[src/rtl/alu_pkg.sv]
// Shared ALU definitions: control encodings, flag bit positions, default widths
// and the requester identifier used to tag operations through the pipeline.
package alu_pkg;

  localparam int ALU_WIDTH = 32;
  localparam int ALU_CTLW  = 2;

  localparam logic [ALU_CTLW-1:0] ALU_ADD = 2'b00;
  localparam logic [ALU_CTLW-1:0] ALU_SUB = 2'b01;
  localparam logic [ALU_CTLW-1:0] ALU_AND = 2'b10;
  localparam logic [ALU_CTLW-1:0] ALU_ORR = 2'b11;

  localparam int FLAG_N = 3;
  localparam int FLAG_Z = 2;
  localparam int FLAG_C = 1;
  localparam int FLAG_V = 0;

  typedef enum logic {
    REQ0 = 1'b0,
    REQ1 = 1'b1
  } req_id_t;

endpackage

[src/rtl/alu.sv]
// Purely combinational ALU: ADD, SUB, AND, ORR with NZCV flags.
// SUB is a + ~b + 1, so C=1 means no borrow.
module alu
  import alu_pkg::*;
#(
  parameter int WIDTH = ALU_WIDTH,
  parameter int CTLW  = ALU_CTLW
) (
  input  logic [WIDTH-1:0] a,
  input  logic [WIDTH-1:0] b,
  input  logic [CTLW-1:0]  ALUControl,
  output logic [WIDTH-1:0] Result,
  output logic [3:0]       ALUFlags
);

  logic             sub;
  logic [WIDTH-1:0] b_op;
  logic [WIDTH:0]   sum;
  logic             carry;
  logic             ovf;

  // Shared adder for ADD/SUB plus the logic ops and flag generation
  always_comb begin
    sub      = (ALUControl == ALU_SUB);
    b_op     = sub ? ~b : b;
    sum      = {1'b0, a} + {1'b0, b_op} + {{WIDTH{1'b0}}, sub};
    Result   = '0;
    carry    = 1'b0;
    ovf      = 1'b0;
    ALUFlags = '0;
    case (ALUControl)
      ALU_ADD, ALU_SUB: begin
        Result = sum[WIDTH-1:0];
        carry  = sum[WIDTH];
        ovf    = (a[WIDTH-1] == b_op[WIDTH-1]) && (sum[WIDTH-1] != a[WIDTH-1]);
      end
      ALU_AND: Result = a & b;
      ALU_ORR: Result = a | b;
      default: Result = '0;
    endcase
    ALUFlags[FLAG_N] = Result[WIDTH-1];
    ALUFlags[FLAG_Z] = (Result == '0);
    ALUFlags[FLAG_C] = carry;
    ALUFlags[FLAG_V] = ovf;
  end

endmodule

[src/rtl/alu_arbiter.sv]
// Shares one ALU between two requesters: round-robin grant, valid/ready on
// both sides, operand register (S1) -> ALU -> result register (S2), and the
// response steered back to the requester that issued the operation.
module alu_arbiter
  import alu_pkg::*;
#(
  parameter int WIDTH = ALU_WIDTH,
  parameter int CTLW  = ALU_CTLW
) (
  input  logic             clk,
  input  logic             reset,
  input  logic [1:0]       req_valid,
  output logic [1:0]       req_ready,
  input  logic [WIDTH-1:0] req0_a,
  input  logic [WIDTH-1:0] req0_b,
  input  logic [CTLW-1:0]  req0_ctl,
  input  logic [WIDTH-1:0] req1_a,
  input  logic [WIDTH-1:0] req1_b,
  input  logic [CTLW-1:0]  req1_ctl,
  output logic [1:0]       rsp_valid,
  input  logic [1:0]       rsp_ready,
  output logic [WIDTH-1:0] rsp_result,
  output logic [3:0]       rsp_flags
);

  logic             s1_valid;
  req_id_t          s1_id;
  logic [WIDTH-1:0] s1_a;
  logic [WIDTH-1:0] s1_b;
  logic [CTLW-1:0]  s1_ctl;

  logic             s2_valid;
  req_id_t          s2_id;
  logic [WIDTH-1:0] s2_result;
  logic [3:0]       s2_flags;

  req_id_t          rr_last;
  logic [1:0]       grant;
  logic             owner_ready;
  logic             s2_hold;
  logic             s2_load;
  logic             s1_accept;
  logic             accept_any;
  req_id_t          acc_id;

  logic [WIDTH-1:0] alu_result;
  logic [3:0]       alu_flags;

  // Grant, pipeline advance conditions and the handshake back to requesters
  always_comb begin
    grant = 2'b00;
    case (req_valid)
      2'b01:   grant = 2'b01;
      2'b10:   grant = 2'b10;
      2'b11:   grant = (rr_last == REQ1) ? 2'b01 : 2'b10;
      default: grant = 2'b00;
    endcase
    owner_ready = (s2_id == REQ1) ? rsp_ready[1] : rsp_ready[0];
    s2_hold     = s2_valid & ~owner_ready;
    s2_load     = s1_valid & ~s2_hold;
    s1_accept   = ~s1_valid | s2_load;
    // Nothing is accepted while reset is held, even though S1 reads as free.
    req_ready   = grant & {2{s1_accept & reset}};
    accept_any  = |(req_valid & req_ready);
    acc_id      = req_ready[1] ? REQ1 : REQ0;
  end

  // ---- S1: operand register (control state and round-robin pointer) ----
  // S1 occupancy and the round-robin pointer advance only on acceptance
  always_ff @(posedge clk or negedge reset) begin
    if (!reset) begin
      s1_valid <= 1'b0;
      s1_id    <= REQ0;
      rr_last  <= REQ1;
    end else if (accept_any) begin
      s1_valid <= 1'b1;
      s1_id    <= acc_id;
      rr_last  <= acc_id;
    end else if (s2_load) begin
      s1_valid <= 1'b0;
    end
  end

  // Operands are captured only on acceptance; their contents are don't-care while S1 is empty
  always_ff @(posedge clk) begin
    if (accept_any) begin
      s1_a   <= (acc_id == REQ1) ? req1_a   : req0_a;
      s1_b   <= (acc_id == REQ1) ? req1_b   : req0_b;
      s1_ctl <= (acc_id == REQ1) ? req1_ctl : req0_ctl;
    end
  end

  alu #(
    .WIDTH(WIDTH),
    .CTLW (CTLW)
  ) u_alu (
    .a         (s1_a),
    .b         (s1_b),
    .ALUControl(s1_ctl),
    .Result    (alu_result),
    .ALUFlags  (alu_flags)
  );

  // ---- S2: result register ----
  // Capture the ALU output when S1 drains, otherwise free S2 once its owner takes it
  always_ff @(posedge clk or negedge reset) begin
    if (!reset) begin
      s2_valid  <= 1'b0;
      s2_id     <= REQ0;
      s2_result <= '0;
      s2_flags  <= '0;
    end else if (s2_load) begin
      s2_valid  <= 1'b1;
      s2_id     <= s1_id;
      s2_result <= alu_result;
      s2_flags  <= alu_flags;
    end else if (s2_valid && owner_ready) begin
      s2_valid  <= 1'b0;
    end
  end

  // Response is routed one-hot to the owner of the S2 entry
  always_comb begin
    rsp_valid  = 2'b00;
    if (s2_valid) rsp_valid = (s2_id == REQ1) ? 2'b10 : 2'b01;
    rsp_result = s2_result;
    rsp_flags  = s2_flags;
  end

endmodule

[config.mk]
export PLATFORM = sky130hd
export DESIGN_NAME = alu_arbiter
export DESIGN_NICKNAME = d
export VERILOG_FILES = /design/src/rtl/alu_pkg.sv /design/src/rtl/alu.sv /design/src/rtl/alu_arbiter.sv
export SDC_FILE = /design/constraint.sdc
export NUM_CORES = 1
export LEC_CHECK = 0
export ABC_AREA = 0
export CORE_MARGIN = 3
export CORE_UTILIZATION = 51
export CTS_CLUSTER_DIAMETER = 150
export DETAILED_ROUTE_END_ITERATION = 12
export PLACE_DENSITY = 0.84
export SLEW_MARGIN = 40
export SYNTH_ARGS = -nofsm -noshare
export SYNTH_HDL_FRONTEND = slang
export SYNTH_SLANG_ARGS = --single-unit
[constraint.sdc]
create_clock -name clk -period 4.4 [get_ports clk]
set_input_delay 1.1 -clock clk [delete_from_list [all_inputs] [get_ports clk]]
set_output_delay 1.1 -clock clk [all_outputs]
set_load 0.05 [all_outputs]
## Yosys cells after proc, flatten, opt, wreduce, memory -nomap -nowiden

Cells that the tools add are included.

- Flip-flop bits (word level): 107
- Input bits: 138
- Output and inout port bits: 40
- Logic and storage cells: 57

- Add/subtract/negate cells: 2
- Eq/ne operators: 8
- Multiplexer cells: 17
- Bitwise gates (word level): 12
- Reductions and logical operators: 8

Operators with widths:

| kind | count |
|---|---|
| two-way mux 32 bit | 3 |
| case mux 32 bit (3 select lines) | 1 |
| adder 32 x 32 -> 33 bit | 1 |
| adder 33 x 1 -> 33 bit | 1 |
| AND 32 bit | 1 |
| zero test 32 bit | 1 |
| inverter 32 bit | 1 |
| bitwise OR 32 bit | 1 |
| equality test 2 bit, second input constant | 4 |
| two-way mux 1 bit | 8 |
| two-way mux 2 bit | 4 |
| case mux 2 bit (3 select lines) | 1 |
| AND 2 bit | 2 |
| equality test 2 x 1 -> 1 bit, second input constant | 2 |
| nonzero test 2 bit | 2 |
| OR reduction 2 bit | 2 |
| AND 1 bit | 3 |
| inverter 1 bit | 3 |
| logical AND 1 bit | 2 |
| zero test 2 bit | 1 |
| equality test 1 bit | 1 |
| != test 1 bit | 1 |
| bitwise OR 1 bit | 1 |

## Depth between registers and ports, before layout

Gate-level depths: netlist of run 1.

- Depth after elaboration: 11
- Mapped depth: 16
- Mapped depth without buffers: 14

## By module

A second synthesis of run 1 with hierarchy kept.

- Cells, all modules: 702
- Area, all modules: 7637.3 sq um

By module, submodules not included:

| module | instances | cells an instance | area an instance (sq um) | seq. area each (sq um) |
|---|---|---|---|---|
| alu_arbiter | 1 | 243 | 4449.3 | 3009.1 |
| alu | 1 | 459 | 3188.1 | 0.0 |

## Least setup slack after synthesis of run 1

OpenSTA, ideal clock, no wires.

- Path kind: register -> register
- Start point: register s1_ctl[0]
- End point: register s2_flags[2] (netlist: rsp_flags[2])
- Setup time: 92 ps
- Data arrival time: 3736 ps
- Data required time: 4308 ps
- Slack: 573 ps
- Stages on the path, launching flop included: 16
- Path buffers: 2
- Period minus slack after synthesis: 3827 ps
- Cells stage by stage: edfxtp_1 -> nand2b_1 -> buf_2 -> buf_1 -> xnor2_1 -> ha_1 -> a21o_1 -> or3_1 -> o21a_1 -> a21boi_0 -> mux2i_1 -> o2111ai_1 -> or4_1 -> nor4_1 -> nand4_1 -> o31ai_2

- Cells in the longest elaborated chain, start to end: 6
- Elaborated cells on any way between the ends: 10
- Those cells by class: add/sub (2); eq/ne (3); mux (2); reduce/logical (3)

Ends and longest elaborated chain:

| item | line | RTL |
|---|---|---|
| start: declaration | alu_arbiter.sv:30 | `logic [CTLW-1:0] s1_ctl;` |
| start signal: assignment | alu_arbiter.sv:89 | `s1_ctl <= (acc_id == REQ1) ? req1_ctl : req0_ctl;` |
| equality test 2 x 1 -> 1 bit | alu.sv:24, alu.sv:31 |  |
| two-way mux 32 bit | alu.sv:25 | `b_op = sub ? ~b : b;` |
| adder 32 x 32 -> 33 bit | alu.sv:26 | `sum = {1'b0, a} + {1'b0, b_op} + {{WIDTH{1'b0}}, sub};` |
| adder 33 x 1 -> 33 bit | alu.sv:26 |  |
| case mux 32 bit (3 select lines) (*) | alu.sv:31 | `case (ALUControl)` |
| zero test 32 bit (*) | alu.sv:42 | `ALUFlags[FLAG_Z] = (Result == '0);` |
| end signal: assignment | alu_arbiter.sv:116 | `s2_flags <= alu_flags;` |
| end: declaration | alu_arbiter.sv:35 | `logic [3:0] s2_flags;` |

Mark *: on every way between the ends. The rest lies on a longest branch, timed or not.
A chain may end at the register's enable or synchronous reset.

## Worst setup path after layout of run 1

- Start point: register s1_ctl[1]
- End point: register s2_flags[2] (netlist: rsp_flags[2])

The elaborated chain is that of the path after synthesis.

==> qor.tcl, run 1 <==
set qor(viasPerCell) 5.91
set qor(fin_util) 0.686
set qor(core_mm2) 0.0141
set qor(yosysWarningCount) 0
set qor(cts_made_buffers) 9
set qor(critical-path-slowest-cell) {sky130_fd_sc_hd__or4_1}
set qor(first_global_vias) 6324
set qor(synth_fa_ha_area_frac) 0.0871
set qor(ir_drop_uv) 290
set qor(die_w_um) 127
set qor(drtIter0Drc) 641
set qor(min_path_type) {flop to flop}
set qor(cts_tree) {yes}
set qor(cell_count_final_fillers_out) 1099
set qor(layout.nets) 1086
set qor(hold_ws_ps) 473
set qor(initial_antenna_violation_count) 0
set qor(max_slew_margin) 0.485
set qor(final_cell_mix) {sky130_fd_sc_hd__clkdlybuf4s50_1, sky130_fd_sc_hd__nand2_1, sky130_fd_sc_hd__mux2_2}
set qor(global_route_wire_length_before_repair_mm) 31.3
set qor(whs_path_depth) 2
set qor(worstSetupPathType) {flop to flop}
set qor(fin_skew_ps) 8.82
set qor(grt_remaining_overflow) 0
set qor(critPathMaxFanout) 15
set qor(tightest_slew_ps) 766
set qor(post_synth_xor_area_fraction) 0.0549
set qor(fin_crit_ps) 4020
set qor(critical_path.startpoint_type) {flop}
set qor(r2r.worst_path.cells) 14
set qor(clk_pin_slew_worst_paths_ps) 70
set qor(synth-compound-area-share) 0.180
set qor(rows) 43
set qor(min_period_over_period) 0.913
set qor(maxSlewViolCount) 0
set qor(route.detailed.drc) 0
set qor(detailroute.via_count) 6499
set qor(powerDensity_mw_per_mm2) 521
set qor(fin_setup_tns_ps) 0
set qor(port_buffers) 177
set qor(clk_latency_ps) 360
set qor(simple_logic_cell_fraction_of_the_synthesized_area) 0.139
set qor(cts-hold-fix-buffers) 0
set qor(wirelength_mm) 19.0
set qor(worst_path_dominant_cell_family) {simple AND/OR/NAND/NOR gates}
set qor(number_of_search_and_repair_iterations_in_the_first_detailed_routing_pass) 6
set qor(run_status) {completed}
set qor(crit_path_cell_trace) {nand2b_2 > buf_4 > xnor2_1 > ha_1 > a21oi_1 > nor2b_1 > o21a_1 > or2_2 > nor3_1 > o31ai_1 > or4_1 > nor4_1 > nand4_1 > o31ai_2}
set qor(final_hpwl_from_detailed_placement_mm) 15.1
set qor(multi_input_combinational_cell_area_mm2) 0.00430
set qor(syn-num-nets) 930
set qor(fmaxAchievable_mhz) 249
set qor(num_io_pins) 178
set qor(total_die_area_mm2) 0.0162
set qor(critical_path.endpoint_type) {flop}
set qor(die_h_um) 127
set qor(htree_levels) 3
set qor(critical_path_cell_count) 14
set qor(gp_congestion) 0.966
set qor(synth_enable_flop_cells) 66
set qor(floorplan.initialDensity) 0.530
set qor(antenna_cells_inserted) 0
set qor(timing.critical_path.arrival_ps) 4290
set qor(max-clock-path-buffers) 2
set qor(critical_path_required_ps) 4670
set qor(synth_sequential_area_ratio) 0.398
set qor(timing.max_cap.violations) 0
set qor(grt_util_all_layers) 0.241
set qor(drt.antenna.violating_nets) 0
set qor(post_synth.cell_area_avg_um2) 9.89
set qor(cts.root.buffer_cell) {sky130_fd_sc_hd__clkbuf_16}
set qor(route.detailed.wl_per_inst_um) 17.3
set qor(grt_max_degree) 69
set qor(netlist_instances) 758
set qor(timing.final.hold_violations) 0
set qor(cts.sink_count) 106
set qor(ys_seq_elements) 106
set qor(most_common_library_cell_in_the_layout_ignoring_fill_and_taps) {sky130_fd_sc_hd__clkdlybuf4s50_1}
set qor(share_of_async_settable_or_async_resettable_flops_after_synthesis) 0.377
set qor(synth_area_mm2) 0.00750
set qor(synth_top_family_by_area) {compound AO/OA/AOI/OAI gates}
set qor(grt_setup_unrepaired) {no}
set qor(fillCellCount) 1117
set qor(ys_dominant_reg_cell) {sky130_fd_sc_hd__edfxtp_1}
set qor(placedCellCount) 1083
set qor(combined_flip_flop_and_latch_cell_area_mm2) 0.00298
set qor(share_of_cells_above_drive_strength_1) 0.134
set qor(cp_slowest_stage_delay_ps) 590
set qor(syn2layout_area_growth_pct) 29.5
set qor(synthDistinctLibCells) 75
set qor(leakage_nw) 3.62
set qor(setup_viol) 0
set qor(worst-path-buf-inv) 1
set qor(yosys-mux-area-fraction) 0.112
-- cell type report --
class,count,share of cell area
Inverter,11,0.00425
Clock inverter,6,0.00387
Multi-Input combinational cell,597,0.443
Tap cell,180,0.0232
Timing Repair Buffer,189,0.194
Clock buffer,10,0.0246
Sequential cell,106,0.307
-- where the power goes --
group	total, mW	internal, mW	switching (mW)
logic	2.82	1.08	1.74
clock network	0.748	0.400	0.348
registers	1.49	1.33	0.153
total	5.06	2.81	2.24
-- cell families (layout without fill, tap and decap cells) --
| kind of cell | after synthesis | count (layout) |
|---|---|---|
| compound gates | 199 | 199 |
| xor+xnor | 47 | 47 |
| fa+ha+maj | 56 | 56 |
| buf+inv | 55 | 216 |
| flops | 106 | 106 |
| mux | 75 | 75 |
| simple gates | 220 | 220 |
-- sequential cells by signal (all words and copies together), names as in the netlist --
signal	flops
s2_valid	1
rr_last	1
rsp_result	32
s1_ctl	2
rsp_flags	3
s1_id	1
s2_id	1
s1_a	32
s1_valid	1
s1_b	32
-- final timing paths --
kind	start	end	slack, ps
max in group asynchronous	reset	rr_last$_DFFE_PN1P_	3160
setup / recovery	s1_ctl[1]$_DFFE_PP_	rsp_flags[2]$_DFFE_PN0P_	380
setup reg to reg	s1_ctl[1]$_DFFE_PP_	rsp_flags[2]$_DFFE_PN0P_	380
hold / removal	rsp_result[13]$_DFFE_PN0P_	rsp_result[13]$_DFFE_PN0P_	470
hold reg to reg	rsp_result[13]$_DFFE_PN0P_	rsp_result[13]$_DFFE_PN0P_	470
min in group asynchronous	reset	rsp_result[1]$_DFFE_PN0P_	880
-- per-stage QoR --
step / area [µm²] / power (mW) / setup WS (ps)
final: 9710 / 5.06 / 383
after global routing: 9710 / 5.37 / 1.16
after CTS: 9700 / 5.06 / 324
after detailed placement: 9430 / 4.30 / 363
after global placement: 9430 / 4.26 / 485
after floorplan: 7500 / 3.43 / 573
-- synth_stat cells (all sizes together), types with 9 or more instances --
master   n  area (µm²)
nand2   85         319
mux2    69         777
edfxtp  66        1980
o21ai   58         290
nor2    50         188
a21oi   43         223
dfrtp   39         976
xnor2   39         342
ha      33         413
clkbuf  29         109
maj3    22         220
buf     15        65.1
nand3   13        65.1
nand4   13        81.3
o21a    12        90.1
inv     11        41.3
a21o     9        67.6
a31oi    9        71.3
nor3     9        45.0
-- tightest hold or removal path: cells and delay by family, from the launching register on --
kind | cells | cell delay (ps)
AND/OR/NAND/NOR | 2 | 100
flip-flops | 1 | 340
-- routing by layer --
metal / global-route usage / vias to the layer above / routed length (µm) / part of all wire
met1: 0.349 / 3023 / 8560 / 0.45
met4: 0.0921 / 0 / 492 / 0.026
li1: - / 3146 / - / -
met2: 0.363 / 300 / 8410 / 0.44
met3: 0.0397 / 30 / 1570 / 0.082
met5: 0 / - / 0 / 0
-- what timing repair did --
action | in CTS | in global routing
resized for setup | 0 | 1
endpoints found under the hold margin | 0 | 0
setup buffers | 0 | 0
endpoints found under the setup margin | 0 | 1
Power figures use the tool's default switching activity.
==> run 2, diff against run 1 <==
RECOVER_POWER = 50   (was unset)
==> run 2 against run 1 <==
Against the previous run:
- the run now ends with max-capacitance violations, max-slew violations left
- cell area shrank 0.31%
- final cell count is the same
- clock skew is essentially flat
- global-route usage is the same
- via count shrank 0.40%
- sequential share of layout area grew 0.095 points
- hold slack lost 5.9 ps
- count of clock-buffer cells in the layout is the same
- die area is the same
- flip-flop and latch count is the same
- utilization shrank 0.21 points
- critical endpoint unchanged
==> qor.tcl, run 2 (same netlist as run 1, synthesis figures left out) <==
set qor(run_status) {finished with violations}
set qor(violations) {max-capacitance violations, max-slew violations}
set qor(antenna_cells_inserted) 0
set qor(timing.max_cap.violations) 2
set qor(min_path_type) {flop to flop}
set qor(grt_max_degree) 69
set qor(max-clock-path-buffers) 2
set qor(die_h_um) 127
set qor(num_io_pins) 178
set qor(grt_remaining_overflow) 0
set qor(syn2layout_area_growth_pct) 29.1
set qor(cts.root.buffer_cell) {sky130_fd_sc_hd__clkbuf_16}
set qor(global_route_wire_length_before_repair_mm) 31.3
set qor(route.detailed.wl_per_inst_um) 17.4
set qor(cts.sink_count) 106
set qor(worst-path-buf-inv) 1
set qor(timing.critical_path.arrival_ps) 4320
set qor(total_die_area_mm2) 0.0162
set qor(wirelength_mm) 19.1
set qor(drtIter0Drc) 637
set qor(fin_setup_tns_ps) 0
set qor(cts_made_buffers) 9
set qor(fin_skew_ps) 8.74
set qor(layout.nets) 1086
set qor(cts_tree) {yes}
set qor(rows) 43
set qor(grt_util_all_layers) 0.241
set qor(worst_path_dominant_cell_family) {simple AND/OR/NAND/NOR gates}
set qor(max_slew_margin) -0.365
set qor(crit_path_cell_trace) {nand2b_2 > xnor2_1 > inv_1 > fa_1 > nor2b_1 > o31ai_1 > a21boi_1 > o21ai_0 > a21boi_0 > o31ai_1 > or4_1 > nor4_1 > nand4_1 > o31ai_2}
set qor(powerDensity_mw_per_mm2) 516
set qor(cp_slowest_stage_delay_ps) 590
set qor(maxSlewViolCount) 110
set qor(clk_pin_slew_worst_paths_ps) 70
set qor(worstSetupPathType) {flop to flop}
set qor(core_mm2) 0.0141
set qor(leakage_nw) 3.64
set qor(viasPerCell) 5.89
set qor(critPathMaxFanout) 15
set qor(timing.rr.start) {s1_ctl[1]$_DFFE_PP_}
set qor(postCtsSetupBuffers) 0
set qor(gp_congestion) 0.966
set qor(pwr-share-comb) 0.553
set qor(crit_path_frequent_cell) {sky130_fd_sc_hd__o31ai_1}
set qor(most_common_library_cell_in_the_layout_ignoring_fill_and_taps) {sky130_fd_sc_hd__clkdlybuf4s50_1}
set qor(seq_power_share) 0.297
set qor(first_global_vias) 6324
set qor(final_cell_mix) {sky130_fd_sc_hd__clkdlybuf4s50_1, sky130_fd_sc_hd__nand2_1, sky130_fd_sc_hd__mux2_2}
set qor(power.total_mw) 4.99
set qor(worst_hold_startpoint) {rsp_result[13]$_DFFE_PN0P_}
set qor(cellInternalPower_mw) 2.76
set qor(number_of_search_and_repair_iterations_in_the_first_detailed_routing_pass) 5
set qor(share_of_cells_above_drive_strength_1) 0.129
set qor(die_w_um) 127
set qor(fmaxAchievable_mhz) 247
set qor(detailroute.via_count) 6473
set qor(drt.antenna.violating_nets) 0
set qor(setup_viol) 0
set qor(clk_latency_ps) 360
set qor(net-switching-power_mw) 2.24
set qor(route.detailed.drc) 0
set qor(ir_drop_uv) 276
set qor(initial_antenna_violation_count) 0
set qor(tightest_slew_ps) 2050
set qor(netSwitchingFraction) 0.448
set qor(critical_path.endpoint_type) {flop}
set qor(critical-path-slowest-cell) {sky130_fd_sc_hd__or4_1}
set qor(port_buffers) 177
set qor(min_period_over_period) 0.919
set qor(clock_power_share) 0.151
set qor(critical_path.startpoint_type) {flop}
set qor(critical_path_required_ps) 4670
set qor(floorplan.initialDensity) 0.530
set qor(timing.final.hold_violations) 0
set qor(grt_setup_unrepaired) {no}
set qor(critical_path.startpoint) {s1_ctl[1]$_DFFE_PP_}
set qor(htree_levels) 3
set qor(fin_crit_ps) 4040
set qor(final_hpwl_from_detailed_placement_mm) 15.1
set qor(fin_util) 0.684
==> run 2: worst min-delay path, cell delays in order, from the launching register on <==
cell and delay [ps]:
sky130_fd_sc_hd__dfrtp_1 340, sky130_fd_sc_hd__nand2_1 50, sky130_fd_sc_hd__nand2_1 50
==> run 2: worst paths after layout <==
kind	slack (ps)	depth (start not counted)	to
worst max-delay path	360	14	rsp_flags[2]$_DFFE_PN0P_
worst min-delay path	470	2	rsp_result[13]$_DFFE_PN0P_
worst max register to register	360	14	rsp_flags[2]$_DFFE_PN0P_
worst min register to register	470	2	rsp_result[13]$_DFFE_PN0P_
max in group asynchronous	1580	2	rsp_result[21]$_DFFE_PN0P_
min in group asynchronous	1650	2	rsp_result[1]$_DFFE_PN0P_
==> run 2: routing by layer <==
metal  global-route usage  wire [µm]  part of all wire  vias to the layer above
met5                    0          0                 0                        -
met1                0.349       8830              0.46                     3025
met4               0.0921        592             0.031                        0
met3               0.0397       1370             0.072                       34
met2                0.363       8290              0.43                      269
li1                     -          -                 -                     3145
==> run 2: power by group through the flow <==
stage	clock (mW)	combinational, mW	sequential, mW
after floorplan	0	1.42	2.01
after global placement	0	2.77	1.49
after detailed placement	0	2.79	1.51
after CTS	0.765	2.81	1.49
after global routing	0.806	2.98	1.52
final	0.752	2.76	1.48
==> run 2: per-stage QoR <==
stage / instance area [µm²] / cells / hold WS, ps / setup WS [ps]
floorplan: 7500 / 758 / 439 / 573
global placement: 9430 / 1083 / 453 / 485
detailed placement: 9430 / 1083 / 464 / 363
CTS: 9700 / 1099 / 478 / 324
global route: 9680 / 1099 / 496 / 1.16
finish: 9680 / 1099 / 467 / 355
==> run 2: repair_timing <==
action                                  in CTS  in global routing
hold buffers                                 0                  0
resized for setup                            0                  1
endpoints found under the setup margin       0                  1
==> run 2: cell type report <==
class / instances / area, µm²
Clock buffer: 10 / 239
Clock inverter: 6 / 37.5
Fill cell: 1124 / 4470
Inverter: 11 / 41.3
Multi-Input combinational cell: 597 / 4300
Sequential cell: 106 / 2980
Tap cell: 180 / 225
Timing Repair Buffer: 189 / 1850
==> run 3, diff against run 2 <==
CELL_PAD_IN_SITES_DETAIL_PLACEMENT = 0   (was unset)
CELL_PAD_IN_SITES_GLOBAL_PLACEMENT = 1   (was unset)
CORE_UTILIZATION = 39   (was 51)
==> run 3 against run 2 <==
Against the previous run:
- the run still ends with max-capacitance violations, max-slew violations left
- final cell count increased by 5.0%
- cell area increased by 1.1%
- register-to-register slack improved by 110 ps
- critical path type unchanged
- largest power group unchanged
- highest routed layer unchanged
==> qor.tcl, run 3 (same netlist as run 1, synthesis figures left out) <==
set qor(wirelength_mm) 19.6
set qor(num_io_pins) 178
set qor(die_h_um) 145
set qor(crit_path_frequent_cell) {sky130_fd_sc_hd__nand4_1}
set qor(postCtsSetupBuffers) 0
set qor(critical_path.startpoint) {s1_ctl[1]$_DFFE_PP_}
set qor(drtIter0Drc) 497
set qor(global_route_wire_length_before_repair_mm) 31.1
set qor(min_period_over_period) 0.895
set qor(combined_flip_flop_and_latch_cell_area_mm2) 0.00298
set qor(number_of_search_and_repair_iterations_in_the_first_detailed_routing_pass) 5
set qor(critical-path-slowest-cell) {sky130_fd_sc_hd__or4_1}
set qor(critPathMaxFanout) 11
set qor(port_buffers) 177
set qor(hold_ws_ps) 466
set qor(run_status) {finished with violations}
set qor(die_w_um) 145
set qor(detailroute.via_count) 6364
set qor(final_cell_mix) {sky130_fd_sc_hd__clkdlybuf4s50_1, sky130_fd_sc_hd__nand2_1, sky130_fd_sc_hd__mux2_2}
set qor(viasPerCell) 5.51
set qor(min_path_type) {flop to flop}
set qor(violations) {max-capacitance violations, max-slew violations}
set qor(initial_antenna_violation_count) 0
set qor(worst_hold_startpoint) {rsp_result[13]$_DFFE_PN0P_}
set qor(share_of_cells_above_drive_strength_1) 0.128
set qor(worst_path_dominant_cell_family) {simple AND/OR/NAND/NOR gates}
set qor(setup_viol) 0
set qor(most_common_library_cell_in_the_layout_ignoring_fill_and_taps) {sky130_fd_sc_hd__clkdlybuf4s50_1}
set qor(syn2layout_area_growth_pct) 30.5
set qor(first_global_vias) 5980
set qor(grt_max_degree) 69
set qor(gp_congestion) 0.946
set qor(critical_path.endpoint_type) {flop}
set qor(fin_skew_ps) 9.26
set qor(timing.rr.start) {s1_ctl[1]$_DFFE_PP_}
set qor(fin_crit_ps) 3940
set qor(clk_pin_slew_worst_paths_ps) 70
set qor(route.detailed.drc) 0
set qor(htree_levels) 3
set qor(clk_latency_ps) 360
set qor(cts_tree) {yes}
set qor(route.detailed.wl_per_inst_um) 17.0
set qor(post-place-ws_ps) 368
set qor(core_mm2) 0.0188
set qor(maxSlewViolCount) 156
set qor(leakage_nw) 3.65
set qor(cp_slowest_stage_delay_ps) 560
set qor(grt_setup_unrepaired) {no}
set qor(worst-path-buf-inv) 1
set qor(grt_util_all_layers) 0.189
set qor(cts.root.buffer_cell) {sky130_fd_sc_hd__clkbuf_16}
set qor(powerDensity_mw_per_mm2) 516
set qor(antenna_cells_inserted) 0
set qor(cts_made_buffers) 9
set qor(max-clock-path-buffers) 2
set qor(max_slew_margin) -0.352
set qor(grt_remaining_overflow) 0
set qor(multi_input_combinational_cell_area_mm2) 0.00431
set qor(power.total_mw) 5.05
set qor(fmaxAchievable_mhz) 254
set qor(timing.final.hold_violations) 0
set qor(setup_ws_ps) 462
set qor(total_die_area_mm2) 0.0209
set qor(ir_drop_uv) 217
set qor(timing.max_cap.violations) 3
set qor(fillCellCount) 1715
set qor(final_hpwl_from_detailed_placement_mm) 15.3
set qor(crit_path_cell_trace) {nand2b_4 > buf_4 > xnor2_1 > ha_1 > nand4_1 > nor2_1 > a21boi_1 > o21ai_0 > a21boi_0 > o31ai_1 > or4_1 > nor4_1 > nand4_1 > o31ai_2}
set qor(tightest_slew_ps) 2030
set qor(cts.sink_count) 106
set qor(layout.nets) 1087
set qor(worstSetupPathType) {flop to flop}
set qor(drt.antenna.violating_nets) 0
set qor(timing.critical_path.arrival_ps) 4220
set qor(fin_setup_tns_ps) 0
set qor(rows) 50
set qor(floorplan.initialDensity) 0.399
set qor(critical_path_required_ps) 4680
set qor(critical_path.startpoint_type) {flop}
## run 3: worst register-to-register path, cell delays in order, from the launching register on
cell and delay [ps]:
sky130_fd_sc_hd__edfxtp_1 390, sky130_fd_sc_hd__nand2b_4 250, sky130_fd_sc_hd__buf_4 240, sky130_fd_sc_hd__xnor2_1 140
sky130_fd_sc_hd__ha_1 400, sky130_fd_sc_hd__nand4_1 200, sky130_fd_sc_hd__nor2_1 180, sky130_fd_sc_hd__a21boi_1 250
sky130_fd_sc_hd__o21ai_0 190, sky130_fd_sc_hd__a21boi_0 220, sky130_fd_sc_hd__o31ai_1 150, sky130_fd_sc_hd__or4_1 560
sky130_fd_sc_hd__nor4_1 350, sky130_fd_sc_hd__nand4_1 150, sky130_fd_sc_hd__o31ai_2 180
## run 3: worst paths after layout
path	to	slack, ps	depth (start not counted)
hold / removal	rsp_result[13]$_DFFE_PN0P_	470	2
hold reg to reg	rsp_result[13]$_DFFE_PN0P_	470	2
max in group asynchronous	rsp_result[14]$_DFFE_PN0P_	1640	2
min in group asynchronous	rsp_result[1]$_DFFE_PN0P_	1600	2
setup reg to reg	rsp_flags[2]$_DFFE_PN0P_	460	14
setup / recovery	rsp_flags[2]$_DFFE_PN0P_	460	14
## run 3: cell type report
| class | count | share of cell area |
|---|---|---|
| Multi-Input combinational cell | 597 | 0.440 |
| Inverter | 11 | 0.00422 |
| Clock buffer | 13 | 0.0290 |
| Clock inverter | 3 | 0.00192 |
| Timing Repair Buffer | 190 | 0.190 |
| Sequential cell | 106 | 0.305 |
| Tap cell | 234 | 0.0299 |
## run 3: metrics by stage
stage / cells / area, µm² / util
3_5_place_dp: 1137 / 9500 / 0.506
3_3_place_gp: 1137 / 9500 / 0.506
5_1_grt: 1154 / 9780 / 0.521
6_report: 1154 / 9780 / 0.521
2_1_floorplan: 758 / 7500 / -
4_1_cts: 1153 / 9800 / 0.522
## run 3: repair_timing
action / in CTS / in global routing
gates resized for setup: 0 / 2
hold buffers: 0 / 0
endpoints found under the setup margin: 0 / 1
## run 3: power by group
group | switching [mW] | internal [mW] | leakage (nW)
clock network | 0.357 | 0.454 | 0.153
registers | 0.145 | 1.34 | 1.11
logic | 1.74 | 1.02 | 2.39
## run 3: layer usage
layer | vias to the layer above | track usage | routed length [µm]
met1 | 2982 | 0.283 | 9630
met5 | - | 0 | 0
met3 | 16 | 0.0241 | 1100
met4 | 0 | 0.0560 | 294
met2 | 219 | 0.286 | 8540
li1 | 3147 | - | -
